===== src/rtl/rf_scoreboard.sv =====
`default_nettype none
// ============================================================================
// Module      : rf_scoreboard
// Description : Register-file pending-write scoreboard. Tracks outstanding
//               writes per architectural register, detects read-after-write
//               hazards, forwards same-cycle writeback data and throttles
//               issue when a register's pending counter is saturated.
// Revision    : 1.0 - initial release
// ============================================================================
module rf_scoreboard #(
    parameter int RF_DEPTH = 32,
    parameter int PEND_W   = 2,
    localparam int IDX_W   = $clog2(RF_DEPTH)
) (
    input  logic             clk,
    input  logic             rst,
    // issue side
    input  logic             iss_valid,
    input  logic             iss_dst_ready,
    output logic             iss_ready,
    input  logic [IDX_W-1:0] iss_rs1,
    input  logic [IDX_W-1:0] iss_rs2,
    input  logic             iss_rs1_en,
    input  logic             iss_rs2_en,
    input  logic [IDX_W-1:0] iss_rd,
    input  logic             iss_rd_en,
    // writeback side
    input  logic             wb_valid,
    input  logic [IDX_W-1:0] wb_rd,
    // hazard / forwarding
    output logic             fwd_rs1_rf,
    output logic             fwd_rs2_rf,
    output logic             stall_raw,
    // control / status
    input  logic             invalidate,
    output logic             busy,
    output logic             err_underflow
);

    localparam logic [PEND_W-1:0] CNT_MAX = '1;
    localparam logic [PEND_W-1:0] CNT_ONE = PEND_W'(1);

    logic [PEND_W-1:0] cnt_q [RF_DEPTH];
    logic [PEND_W-1:0] cnt_d [RF_DEPTH];
    logic              busy_q;
    logic              busy_d;
    logic              err_q;
    logic              err_d;

    logic [PEND_W-1:0] w_cnt_rs1;
    logic [PEND_W-1:0] w_cnt_rs2;
    logic [PEND_W-1:0] w_cnt_rd;
    logic [PEND_W-1:0] w_cnt_wb;
    logic              w_wb_ev;
    logic              w_hit1;
    logic              w_hit2;
    logic              w_fwd1;
    logic              w_fwd2;
    logic              w_stall_raw;
    logic              w_stall_sat;
    logic              w_ready;
    logic              w_inc;

    assign w_cnt_rs1 = cnt_q[iss_rs1];
    assign w_cnt_rs2 = cnt_q[iss_rs2];
    assign w_cnt_rd  = cnt_q[iss_rd];
    assign w_cnt_wb  = cnt_q[wb_rd];

    // Register 0 is hardwired, so writebacks to it are not events at all.
    assign w_wb_ev = wb_valid && (wb_rd != '0);

    // Hazard, forwarding and readiness: purely combinational, zero latency.
    always_comb begin
        w_hit1      = iss_rs1_en && (iss_rs1 != '0) && (w_cnt_rs1 != '0);
        w_hit2      = iss_rs2_en && (iss_rs2 != '0) && (w_cnt_rs2 != '0);
        // Forward only when the retiring write is the last one outstanding.
        w_fwd1      = w_hit1 && (w_cnt_rs1 == CNT_ONE) && w_wb_ev && (wb_rd == iss_rs1);
        w_fwd2      = w_hit2 && (w_cnt_rs2 == CNT_ONE) && w_wb_ev && (wb_rd == iss_rs2);
        w_stall_raw = iss_valid && ((w_hit1 && !w_fwd1) || (w_hit2 && !w_fwd2));
        // A saturated counter may still accept an issue if a writeback frees a slot.
        w_stall_sat = iss_rd_en && (iss_rd != '0) && (w_cnt_rd == CNT_MAX)
                      && !(w_wb_ev && (wb_rd == iss_rd));
        w_ready     = iss_dst_ready && !w_stall_raw && !w_stall_sat;
        w_inc       = iss_valid && w_ready && iss_rd_en && (iss_rd != '0);
    end

    // Next-state of every pending counter plus the aggregate busy / error flags.
    always_comb begin
        busy_d = 1'b0;
        err_d  = err_q || (w_wb_ev && (w_cnt_wb == '0));
        for (int r = 0; r < RF_DEPTH; r++) begin
            cnt_d[r] = cnt_q[r];
            if (invalidate) begin
                cnt_d[r] = '0;
            end else if (w_inc && (iss_rd == IDX_W'(r))) begin
                // Simultaneous issue and writeback to the same register cancel out.
                if (!(w_wb_ev && (wb_rd == IDX_W'(r)))) begin
                    cnt_d[r] = cnt_q[r] + CNT_ONE;
                end
            end else if (w_wb_ev && (wb_rd == IDX_W'(r)) && (cnt_q[r] != '0)) begin
                cnt_d[r] = cnt_q[r] - CNT_ONE;
            end
        end
        cnt_d[0] = '0;
        for (int r = 1; r < RF_DEPTH; r++) begin
            busy_d = busy_d | (|cnt_d[r]);
        end
    end

    // State registers; synchronous active-low reset dominates everything.
    always_ff @(posedge clk) begin
        if (!rst) begin
            for (int r = 0; r < RF_DEPTH; r++) begin
                cnt_q[r] <= '0;
            end
            busy_q <= 1'b0;
            err_q  <= 1'b0;
        end else begin
            for (int r = 0; r < RF_DEPTH; r++) begin
                cnt_q[r] <= cnt_d[r];
            end
            busy_q <= busy_d;
            err_q  <= err_d;
        end
    end

    assign iss_ready     = w_ready;
    assign fwd_rs1_rf    = w_fwd1;
    assign fwd_rs2_rf    = w_fwd2;
    assign stall_raw     = w_stall_raw;
    assign busy          = busy_q;
    assign err_underflow = err_q;

endmodule
`default_nettype wire

===== config.mk =====
export PLATFORM = sky130hd
export DESIGN_NAME = rf_scoreboard
export DESIGN_NICKNAME = d
export VERILOG_FILES = /design/src/rtl/rf_scoreboard.sv
export SDC_FILE = /design/constraint.sdc
export NUM_CORES = 1
export LEC_CHECK = 0
export BUFFER_PORTS_ARGS = -buffer_cell sky130_fd_sc_hd__buf_2
export CELL_PAD_IN_SITES_DETAIL_PLACEMENT = 0
export CELL_PAD_IN_SITES_GLOBAL_PLACEMENT = 2
export CORE_UTILIZATION = 38
export DETAILED_ROUTE_END_ITERATION = 10
export HOLD_SLACK_MARGIN = 0.06
export PLACE_DENSITY_LB_ADDON = 0.1
export SETUP_SLACK_MARGIN = 0.2
export SLEW_MARGIN = 10
export SYNTH_ARGS = -nofsm -noshare
export SYNTH_HDL_FRONTEND = slang
export SYNTH_SLANG_ARGS = --single-unit

===== constraint.sdc =====
create_clock -name clk -period 4.7 [get_ports clk]
set_input_delay 0.235 -clock clk [delete_from_list [all_inputs] [get_ports clk]]
set_output_delay 0.235 -clock clk [all_outputs]
set_load 0.02 [all_outputs]

# After elaboration in Yosys (flattened, before gate mapping)
# Memories as Yosys holds them, arrays and structs flattened.
# Index checks and enable logic that the tools add are counted.
# op_classes
add_sub_neg	62
n_eq_ne	68
n_mux	158
n_bitwise	62
reduce_logical	193
# ops
operator	n
2-bit two-way mux	156
5-bit equality test (second input constant)	32
1-bit logical AND	117
5-bit by 4-bit equality test with 1-bit output (second input constant)	16
2-bit nonzero test	33
2-bit by 1-bit adder with 2-bit output (second input constant)	31
1-bit bitwise OR	62
2-bit OR reduction	31
2-bit by 1-bit subtractor with 2-bit output (second input constant)	31
5-bit by 3-bit equality test with 1-bit output (second input constant)	8
5-bit by 2-bit equality test with 1-bit output (second input constant)	4
5-bit nonzero test	4
5-bit equality test	3
5-bit by 1-bit equality test with 1-bit output (second input constant)	2
1-bit zero test	5
2-bit by 1-bit equality test with 1-bit output (second input constant)	2
2-bit equality test (second input constant)	1
2-bit zero test	1
1-bit logical OR	2
1-bit two-way mux	2
# word_totals
ff_bits	2
ram_bits	64
inputBits	29
output_inout_bits	6
word_cells	546
memories	1
# memory_table
name	depth	word_bits	read_ports	rd_clocked_by_memory_dff	write_ports	line	source
cnt_q	32	2	35	0	32	43	logic [PEND_W-1:0] cnt_q [RF_DEPTH];

# Logic depth before layout (Yosys ltp)
# Gate-level depths: netlist of the first run.
# depth
word_depth	50
mapped_depth	16
ltp_nobuf	12

# Least setup slack after synthesis of the first run
# OpenSTA, ideal clock, no wires.
# synth_timing
kind	input -> register
startpoint	input port iss_rd[1]
endpoint	register busy_q, in the netlist busy
setup_ns	0.125
arrival_ns	3.895
required_time_ns	4.575
path_slack_ns	0.680
path_stages	15
path_buffers	3
cell_sequence	clkbuf_1 -> clkbuf_1 -> mux4_2 -> a22oi_1 -> nand2_1 -> nand4b_1 -> nand4_1 -> or2_0 -> buf_2 -> o311a_1 -> a211o_1 -> nor4_1 -> o2111ai_1 -> or4_1 -> o41a_1
# synth_via
elab_chain_len	43
elab_cells_between_ends	199
classes_between	33 x eq/ne; 62 x mux; 30 x bitwise; 73 x reduce/logical; 1 x memory
# synth_lines
element	line	source
start: declaration	25	input logic [IDX_W-1:0] iss_rd,
memory read 32 x 2 bit, or another cell as far along	--	
2-bit equality test, or another cell as far along	81	w_stall_sat = iss_rd_en && (iss_rd != '0) && (w_cnt_rd == CNT_MAX)
1-bit logical AND or 1-bit zero test (tied branches)	81, 82	
1-bit logical AND	82	&& !(w_wb_ev && (wb_rd == iss_rd));
1-bit zero test	83	w_ready = iss_dst_ready && !w_stall_raw && !w_stall_sat;
1-bit logical AND	83	
1-bit logical AND (3 in a row)	84	w_inc = iss_valid && w_ready && iss_rd_en && (iss_rd != '0);
1-bit logical AND	95	end else if (w_inc && (iss_rd == IDX_W'(r))) begin
2-bit two-way mux	95	
2-bit two-way mux	93	if (invalidate) begin
2-bit OR reduction	106	busy_d = busy_d | (|cnt_d[r]);
1-bit bitwise OR (29 in a row)	106	
1-bit bitwise OR (*)	106	
end signal: assignment	122	busy_q <= busy_d;
end: declaration	45	logic busy_q;
# Mark *: on every way between the ends. The rest lies on a longest branch, timed or not.
# A chain may end at the register's enable or synchronous reset.

==> impl_metrics.ini, run 1 <==
[outcome]
status = completed

[die]
dieArea_mm2 = 0.02012
pin_count = 35
die_width_um = 141.9
placementRows = 50
die_y_um = 141.9
start_util = 0.3921
coreArea_mm2 = 0.01896

[hold_path]
worstHoldStart = rst
hold_end = busy$_SDFF_PN0_
whs_path_depth = 2
hold_class = primary input to flop

[logic_synthesis]
synth_area_per_cell_um2 = 7.599
yosysTopAreaCellShare = 0.1724
ys_ff_latch = 64
synthCells = 978
yosysMostFrequentCell = nor2_1
synthDistinctLibCells = 72
synthTopCellsByCount = nor2_1 (138), nand2_1 (79), inv_1 (68), dfxtp_1 (64), mux2i_1 (51)
async_flop_share = 0
synth-edff-count = 0
yosys_warnings = 0
yosys_most_used_dff = dfxtp_1
ys_seq_area_frac = 0.1724
synth_area_leader_cell = dfxtp_1
synth.area.top_cells = dfxtp_1 (17%), mux4_2 (12%), nor2_1 (7.0%), mux2i_1 (6.9%), ha_1 (5.2%)
syn_nets = 1038
syn_area_mm2 = 0.007432

[final_layout]
synthToLayoutAreaGrowth_pct = 21.67
nets = 1124
drive_gt1_frac = 0.2311
fillCellCount = 1948

[critical_path]
cp_slowest_cell = or4_1
r2r_slack_ns = 0.19
crit_family = simple AND/OR/NAND/NOR gates
end_kind = flop
cp.arrival_ns = 4.74
path_buf_inv = 2
slowest_delay_ns = 0.56
startpoint_type = flop
crit_chain = mux4_2 > mux2_4 > a221o_1 > nand4_1 > o2111ai_4 > buf_12 > buf_12 > nor4_4 > mux2i_2 > o21ai_2 > nor4_4 > o2111ai_2 > or4_1 > o41a_1
cp.required_ns = 4.94
path_max_fanout = 5
crit_type = flop to flop
r2r_end = busy$_SDFF_PN0_
rr_worst_depth = 14
rr_startpoint = cnt_q[12][0]$_SDFF_PN0_
crit_path_start = cnt_q[12][0]$_SDFF_PN0_

[power]
power.leakage_nw = 3.124
p_per_area_mw_per_mm2 = 176.0
total_power_mw = 1.591
peakVddDrop_mv = 0.1751

[routing]
antenna_left = 0
vias_per_cell = 6.324
drt-initial-drc-count = 957
avgRoutedWirePerCell_um = 25.57
vias = 8411
drtPass1Iterations = 6
wl_um = 34010
drc_errors = 0

[grt]
grt_max_degree = 39
grt_util_all_layers = 0.3425
antenna_found_initial = 1
grt-ovfl-total = 0
grt_first_pass_wirelength_um = 50140
grt_pass1_vias = 7897

[cts]
clock_latency_ns = 0.36
clk_pin_slew_ns = 0.07
cts_tree = done
cts.sinks = 64
htree_levels = 3
root_buffer = clkbuf_16
cts_buffers = 9
cts_hold_buf = 0
cts_buffer_depth = 2

[place]
gp_congestion = 0.9588
portBuffers = 34
dp.final_hpwl_um = 26190

[sta]
period_minus_slack_ns = 4.507
tns_ns = 0
setup_viol_count_final = 0
fmax_mhz = 221.9
hold_viol = 0
slew_headroom = 0.2605
rsz0062_at_grt = true
fin_crit_sh = 0.9590
slew_violations = 0
fin_skew_ns = 0.008476
worst_pin_slew_ns = 1.109

[flow_run]
cap_viol_max_count = 0
-- flip-flops by register name (all words and copies together), names as in the netlist --
register       count
busy               1
cnt_q             62
err_underflow      1
-- cells by family (layout without fill, tap and decap cells) --
kind of cell,count (synthesis),count (layout),share of synthesized area
and+or+nand+nor,426,426,0.2769
buffers and inverters,130,221,0.07020
muxes,99,99,0.2035
DFF,64,64,0.1724
AOI/OAI and AO/OA,187,187,0.1764
other,0,1,0
xor gates and xnor gates,41,41,0.04832
adders and majority gates,31,31,0.05219
-- worst max path at each step --
stage | cells after the start | to | slack (ns)
2_1_floorplan | 15 | busy$_SDFF_PN0_ | 0.68
3_3_place_gp | 15 | busy$_SDFF_PN0_ | -0.30
3_5_place_dp | 15 | busy$_SDFF_PN0_ | -0.17
4_1_cts | 15 | busy$_SDFF_PN0_ | 0.21
5_1_grt | 14 | busy$_SDFF_PN0_ | 0.13
6_report | 14 | busy$_SDFF_PN0_ | 0.19
-- where the power goes --
group          total [mW]  internal [mW]  switching [mW]
registers           0.545          0.543         0.00220
logic               0.368          0.136           0.232
clock network       0.678          0.358           0.320
-- routing by layer --
layer  wire length (um)  global-route usage  vias to the layer above
li1                   -                   -                     3776
met1              14730              0.4839                     4043
met2              14590              0.5245                      500
met3               3490             0.06412                       92
met4               1197              0.1070                        0
met5                  0                   0                        -
-- final cells by class --
type | count | area [um^2] | share of cell area
Tap cell | 260 | 325.3 | 0.03598
Sequential cell | 64 | 1286 | 0.1422
Multi-Input combinational cell | 784 | 5864 | 0.6485
Inverter | 69 | 259.0 | 0.02864
Antenna cell | 1 | 2.502 | 0.0002767
Clock buffer | 9 | 225.2 | 0.02491
Clock inverter | 7 | 47.55 | 0.005258
Timing Repair Buffer | 136 | 1032 | 0.1142
-- repair_timing --
action	in CTS	in global routing
buffers inserted	0	10
setup endpoints to repair	1	1
resized for setup	5	43
pin swaps	0	9
gates cloned	0	2
-- through the flow --
stage / instances / worst slack, ns / cell area, um^2 / utilization / hold WS (ns)
2_1_floorplan: 978 / 0.6798 / 7432 / - / 0.3567
3_3_place_gp: 1301 / -0.2975 / 8381 / 0.4421 / 0.5061
3_5_place_dp: 1301 / -0.1723 / 8381 / 0.4421 / 0.5084
4_1_cts: 1317 / 0.2084 / 8688 / 0.4584 / 0.2683
5_1_grt: 1329 / 0.1293 / 9040 / 0.4769 / 0.2661
6_report: 1330 / 0.1925 / 9042 / 0.4770 / 0.2629
-- cells in the final DEF (no fill, tap or decap), types with 4 or more instances in the layout --
cell type	synthesis	final
a21oi_1	33	33
a31oi_1	19	19
a41oi_1	4	4
buf_12	0	4
nor4_2	1	8
mux2i_1	51	49
and2_1	13	13
xor2_1	7	7
a221oi_1	6	6
or2_2	7	7
o21bai_1	4	4
o31ai_1	9	8
buf_2	9	34
dfxtp_1	64	62
nand4_1	11	11
buf_4	4	93
a22oi_1	4	4
o21ai_0	35	34
a311oi_1	10	9
nor3_1	50	43
nor2_1	138	137
nor3b_1	9	9
nand2b_1	12	11
or3_1	10	10
nor4_1	20	10
ha_1	31	31
inv_1	68	68
mux4_2	41	41
nand2_1	79	79
mux2_2	7	6
clkbuf_16	0	11
nor3_2	0	5
xnor2_1	34	34
a211oi_1	13	13
a221o_1	4	4
nor2b_1	24	24
nand3_1	36	36
No activity file was read; power rests on OpenSTA's default activity.
==> run 2: changes to the inputs <==
- CORE_MARGIN: unset -> 2
- TNS_END_PERCENT: unset -> 20
==> run 2 against run 1 <==
  * Core utilization fell by 2.0 points
  * Register-to-register slack better by 0.15 ns
  * Wire length fell by 0.66%
  * Setup slack improved by 0.15 ns
  * Cell count is 0.15% higher
  * Clock power is 8.0% higher
  * Die area grew 2.8%
  * Sequential power hardly changed
  * Clock-buffer cell count increased by 2
  * Clock skew hardly changed
  * Critical path depth increased by 2
==> impl_metrics.ini, run 2 (synthesis gave the netlist of run 1 again) <==
[die]
placementRows = 51
dieArea_mm2 = 0.02069
pin_count = 35
die_y_um = 143.9
start_util = 0.3844
die_width_um = 143.9
coreArea_mm2 = 0.01933

[outcome]
status = completed

[grt]
grt_pass1_vias = 7831
grt_util_all_layers = 0.3352
grt_max_degree = 35
grt_first_pass_wirelength_um = 50160
antenna_found_initial = 0
grt-ovfl-total = 0

[cts]
cts_hold_buf = 0
clock_latency_ns = 0.35
cts_buffer_depth = 2
htree_levels = 3
cts_tree = done
root_buffer = clkbuf_16
cts_buffers = 9
clk_pin_slew_ns = 0.06
cts.sinks = 64

[routing]
vias = 8270
vias_per_cell = 6.209
wl_um = 33780
drc_errors = 0
drt-initial-drc-count = 1006
drtPass1Iterations = 6
avgRoutedWirePerCell_um = 25.36
antenna_left = 0

[place]
portBuffers = 34
dp.cells = 1316
gp_congestion = 1.020
dp.final_hpwl_um = 26660

[sta]
slew_headroom = 0.3925
slew_violations = 0
worst_pin_slew_ns = 0.9102
period_minus_slack_ns = 4.360
hold_viol = 0
fmax_mhz = 229.4
holdWs_ns = 0.2333
tns_ns = 0
fin_skew_ns = 0.008831
setup_viol_count_final = 0
fin_crit_sh = 0.9276
rsz0062_at_grt = false

[final_layout]
antennaDiodeCount = 0
final_common_cell = nor2_1
fillCellCount = 2009
stdcell_count = 1332
synthToLayoutAreaGrowth_pct = 19.02
largest_reg_flops = 62
drive_gt1_frac = 0.2071
regMostFlops = cnt_q
nets = 1123
final_cell_mix = nor2_1 (138), buf_4 (98), nand2_1 (79)

[power]
p_int_mw = 1.092
swShare = 0.3172
power.leakage_nw = 3.058
peakVddDrop_mv = 0.1596
total_power_mw = 1.599
p_switching_uw = 507.2
clkPwrFrac = 0.458
power.share.combinational = 0.201
p_per_area_mw_per_mm2 = 180.8
share_seq_of_total_power = 0.341

[flow_run]
cap_viol_max_count = 0

[critical_path]
cp.required_ns = 4.93
startpoint_type = flop
end_kind = flop
cp.arrival_ns = 4.59
path_max_fanout = 7
crit_type = flop to flop

[hold_path]
hold_class = primary input to flop
-- run 2: cell count changes in the layout (fill, tap and decap cells not counted), moves of 5 or more --
cell / previous run / this run
nor3_1: 43 / 48
nor4_2: 8 / 3
nor4_1: 10 / 18
buf_4: 93 / 98
-- run 2: path summary, 6_finish.rpt --
check / start / to / slack, ns / cells past startpoint
worst max-delay path: cnt_q[29][1]$_SDFF_PN0_ / busy$_SDFF_PN0_ / 0.34 / 16
worst min-delay path: rst / busy$_SDFF_PN0_ / 0.23 / 2
worst min register to register: err_underflow$_SDFF_PN0_ / err_underflow$_SDFF_PN0_ / 0.49 / 2
worst max register to register: cnt_q[29][1]$_SDFF_PN0_ / busy$_SDFF_PN0_ / 0.34 / 16
-- run 2: power groups by stage --
stage	Clock, mW	Combinational [mW]	Sequential, mW
after floorplan	0	0.175	0.558
after global placement	0	0.304	0.557
after detailed placement	0	0.302	0.557
after CTS	0.736	0.303	0.545
after global routing	0.760	0.334	0.545
final	0.732	0.321	0.545
-- run 2: final cells by class --
class                      count  area (um^2)  share of cell area
tap                          265        331.6             0.03748
multi-input combinational    784         5700              0.6444
clock buffer                  11        252.7             0.02857
sequential                    64         1282              0.1450
clock inverter                 4        53.80            0.006082
inverter                      69        259.0             0.02928
timing repair buffer         135        965.9              0.1092
-- run 2: per-layer routing --
layer  up-vias  part of all wire  global-route usage
met5         -                 0                   0
met3        97              0.11             0.06764
met2       505              0.41              0.4842
met4         0             0.045              0.1388
met1      3899              0.44              0.4833
li1       3769                 -                   -
-- run 2: per-stage QoR --
step                      cell area [um^2]  utilization  setup slack, ns
after floorplan                       7432            -           0.6798
final                                 8846       0.4575           0.3401
after CTS                             8767       0.4534           0.2008
after detailed placement              8449       0.4370          -0.1222
after global routing                  8846       0.4575           0.2009
after global placement                8449       0.4370          -0.1391
-- run 2: what timing repair did --
item,CTS,global route
gates resized for setup,2,10
setup buffers,0,1
setup endpoints to repair,1,1
pin swaps,0,2
-- run 2: worst max-delay path: stages (launching register included) --
cell and delay (ns):
dfxtp_1 0.42, mux4_2 0.52, a22oi_1 0.17, nand3_1 0.14, a32oi_2 0.30, o2111ai_4 0.22, buf_12 0.20, buf_4 0.13
buf_4 0.15, nor3_2 0.35, mux2i_1 0.26, xnor2_1 0.18, nand2_1 0.17, nor4_1 0.28, buf_4 0.18, a41oi_1 0.13
o41a_1 0.45
==> run 3: changes to the inputs <==
- ABC_AREA: unset -> 1
- CORE_UTILIZATION: 38 -> 30
- HOLD_SLACK_MARGIN: 0.06 -> unset
- clock period: 4.7 -> 3.7 ns (I/O delays scaled with it)
==> run 3 against run 2 <==
  * The flow now finishes with violations (design-rule violations)
  * Core utilization is 9.9 points lower
  * Flip-flop and latch count stayed put
  * Critical path depth is 10 higher
  * Register-to-register slack better by 0.12 ns
  * Clock skew is 0.00080 ns higher
  * Hold slack better by 0.13 ns
  * Largest cell class unchanged
  * Area after synthesis is 7.8% higher
==> impl_metrics.ini, run 3 <==
[outcome]
status = finished, violations left
violations = design-rule violations

[cts]
root_buffer = clkbuf_16
clock_latency_ns = 0.36
cts.sinks = 64
cts_buffer_depth = 2
cts_hold_buf = 0
cts_buffers = 9
cts_tree = done
clk_pin_slew_ns = 0.07
htree_levels = 3

[place]
dp.final_hpwl_um = 31220
portBuffers = 34
place_area_mm2 = 0.009024
gp_congestion = 0.9134
dp_slack_ns = -0.4503

[die]
pin_count = 35
dieArea_mm2 = 0.02802
die_y_um = 167.4
start_util = 0.3065
coreArea_mm2 = 0.02613
die_width_um = 167.4
placementRows = 59

[routing]
wl_um = 41020
avgRoutedWirePerCell_um = 22.04
drtPass1Iterations = 9
antenna_left = 0
drc_errors = 6
vias_per_cell = 5.320
drt-initial-drc-count = 1129
vias = 9900

[logic_synthesis]
synthDistinctLibCells = 31
yosys_warnings = 0
synth.area.top_cells = nand2_1 (20%), dfxtp_1 (16%), nor2_1 (9.5%), nand3_1 (8.2%), xor2_1 (7.5%)
synth-edff-count = 0
syn_area_mm2 = 0.008009
yosys_most_used_dff = dfxtp_1
synthTopCellsByCount = nand2_1 (421), nor2_1 (203), inv_1 (153), nand3_1 (132), nand4_1 (95)
yosysMostFrequentCell = nand2_1
syn_nets = 1525
ys_ff_latch = 64
ys_seq_area_frac = 0.1600
synthCells = 1465
yosysTopAreaCellShare = 0.1973
synth_area_per_cell_um2 = 5.467
synth_area_leader_cell = nand2_1
async_flop_share = 0

[grt]
grt_max_degree = 63
top_usage_layer = met2
use_met1 = 0.4347
met3_usage = 0.03333
use_met2 = 0.4501
grt_util_all_layers = 0.2936
grt_pass1_vias = 9264
grt-ovfl-total = 0
antenna_found_initial = 0
grt_first_pass_wirelength_um = 61310

[sta]
rsz0062_at_grt = false
fin_skew_ns = 0.009629
hold_viol = 0
slew_violations = 0
worst_pin_slew_ns = 0.7786
holdWs_ns = 0.3602
fmax_mhz = 299.1
tns_ns = 0
period_minus_slack_ns = 3.343
setup_viol_count_final = 0
fin_crit_sh = 0.9036
slew_headroom = 0.4802
worst_slack_ns = 0.3566

[critical_path]
cp.required_ns = 3.91
rr_worst_depth = 25
end_kind = flop
cp.arrival_ns = 3.55
path_max_fanout = 17
r2r_end = busy$_SDFF_PN0_
startpoint_type = primary input
rr_startpoint = cnt_q[6][0]$_SDFF_PN0_
crit_type = primary input to flop
r2r_slack_ns = 0.46

[hold_path]
hold_class = primary input to flop
hold_end = cnt_q[18][1]$_SDFF_PN0_
whs_path_depth = 5
worstHoldStart = invalidate

[final_layout]
finalInstanceArea_mm2 = 0.009374
regMostFlops = cnt_q
final_cell_mix = nand2_1 (421), nor2_1 (198), inv_1 (149)
largest_reg_flops = 62
synthToLayoutAreaGrowth_pct = 17.04
nets = 1582
drive_gt1_frac = 0.1114
final_common_cell = nand2_1
antennaDiodeCount = 0
multi_input_area_mm2 = 0.005774
fillCellCount = 3043
seq_area_mm2 = 0.001285

[power]
p_switching_uw = 764.0
p_per_area_mw_per_mm2 = 231.5
power.share.combinational = 0.236
swShare = 0.3520
power.leakage_nw = 4.795
clkPwrFrac = 0.444
share_seq_of_total_power = 0.319
peakVddDrop_mv = 0.1508
p_int_mw = 1.406

[flow_run]
cap_viol_max_count = 0
run 3: per-layer routing:
| metal | routed length, um | part of all wire |
|---|---|---|
| met1 | 20100 | 0.49 |
| met2 | 17640 | 0.43 |
| met3 | 2420 | 0.059 |
| met4 | 854 | 0.021 |
| met5 | 0 | 0 |
run 3: final cells by class:
cell class,instances,area share
Clock buffer,12,0.02843
Clock inverter,3,0.004271
Inverter,163,0.06554
Multi-Input combinational cell,1162,0.6160
Sequential cell,64,0.1371
Tap cell,335,0.04471
Timing Repair Buffer,122,0.1040
run 3: logic make-up (layout without fill, tap and decap cells):
logic type                 after synthesis  after routing  share of synthesized area
AOI/OAI and AO/OA                      159            159                     0.1055
xor gates and xnor gates                75             75                    0.08202
DFF                                     64             64                     0.1600
buffers and inverters                  240            300                     0.1248
adders and majority gates               31             31                    0.04843
and+or+nand+nor                        896            897                     0.4793
run 3: power groups by stage:
stage / Clock (mW) / Sequential, mW / Combinational (mW)
after detailed placement: 0 / 0.709 / 0.496
after global placement: 0 / 0.709 / 0.500
final: 0.965 / 0.693 / 0.513
after CTS: 0.986 / 0.693 / 0.498
after floorplan: 0 / 0.710 / 0.267
after global routing: 1.00 / 0.693 / 0.542
run 3: how the worst max path moves through the flow:
stage,from,to,slack (ns),depth (start not counted)
global placement,iss_rd[1],busy$_SDFF_PN0_,-0.49,26
CTS,iss_rd[1],busy$_SDFF_PN0_,0.27,26
finish,iss_rd[1],busy$_SDFF_PN0_,0.36,26
global route,cnt_q[6][0]$_SDFF_PN0_,busy$_SDFF_PN0_,0.22,25
detailed placement,iss_rd[1],busy$_SDFF_PN0_,-0.45,26
floorplan,iss_rs2[0],busy$_SDFF_PN0_,1.31,22
run 3: what timing repair did:
item                                    in CTS  in global routing
buffers inserted                             0                  0
resized for setup                            3                 15
gates cloned                                 0                  1
pin swaps                                    0                  1
endpoints found under the setup margin       1                  1
run 3: worst max-delay path: stages:
cell	delay (ns)
buf_2	0.31
inv_4	0.19
nand2_2	0.24
inv_1	0.13
nand2_1	0.08
nand3_1	0.07
nand2_1	0.06
inv_1	0.04
nor2_1	0.21
nand2_1	0.08
nand2_1	0.06
nand2_1	0.07
nand3_1	0.10
nand2_1	0.11
a21oi_4	0.14
buf_4	0.19
buf_12	0.16
nand4_1	0.09
nand3_1	0.13
nand2_1	0.11
nor2_2	0.20
nand2_1	0.19
nor2_1	0.13
nand2_1	0.08
nor2_1	0.12
nor2_1	0.05
run 3: metrics by stage:
stage | utilization | instances | power (mW)
5_1_grt | 0.3587 | 1861 | 2.239
6_report | 0.3587 | 1861 | 2.170
4_1_cts | 0.3574 | 1860 | 2.177
3_5_place_dp | 0.3453 | 1845 | 1.204
2_1_floorplan | - | 1465 | 0.9772
3_3_place_gp | 0.3453 | 1845 | 1.209
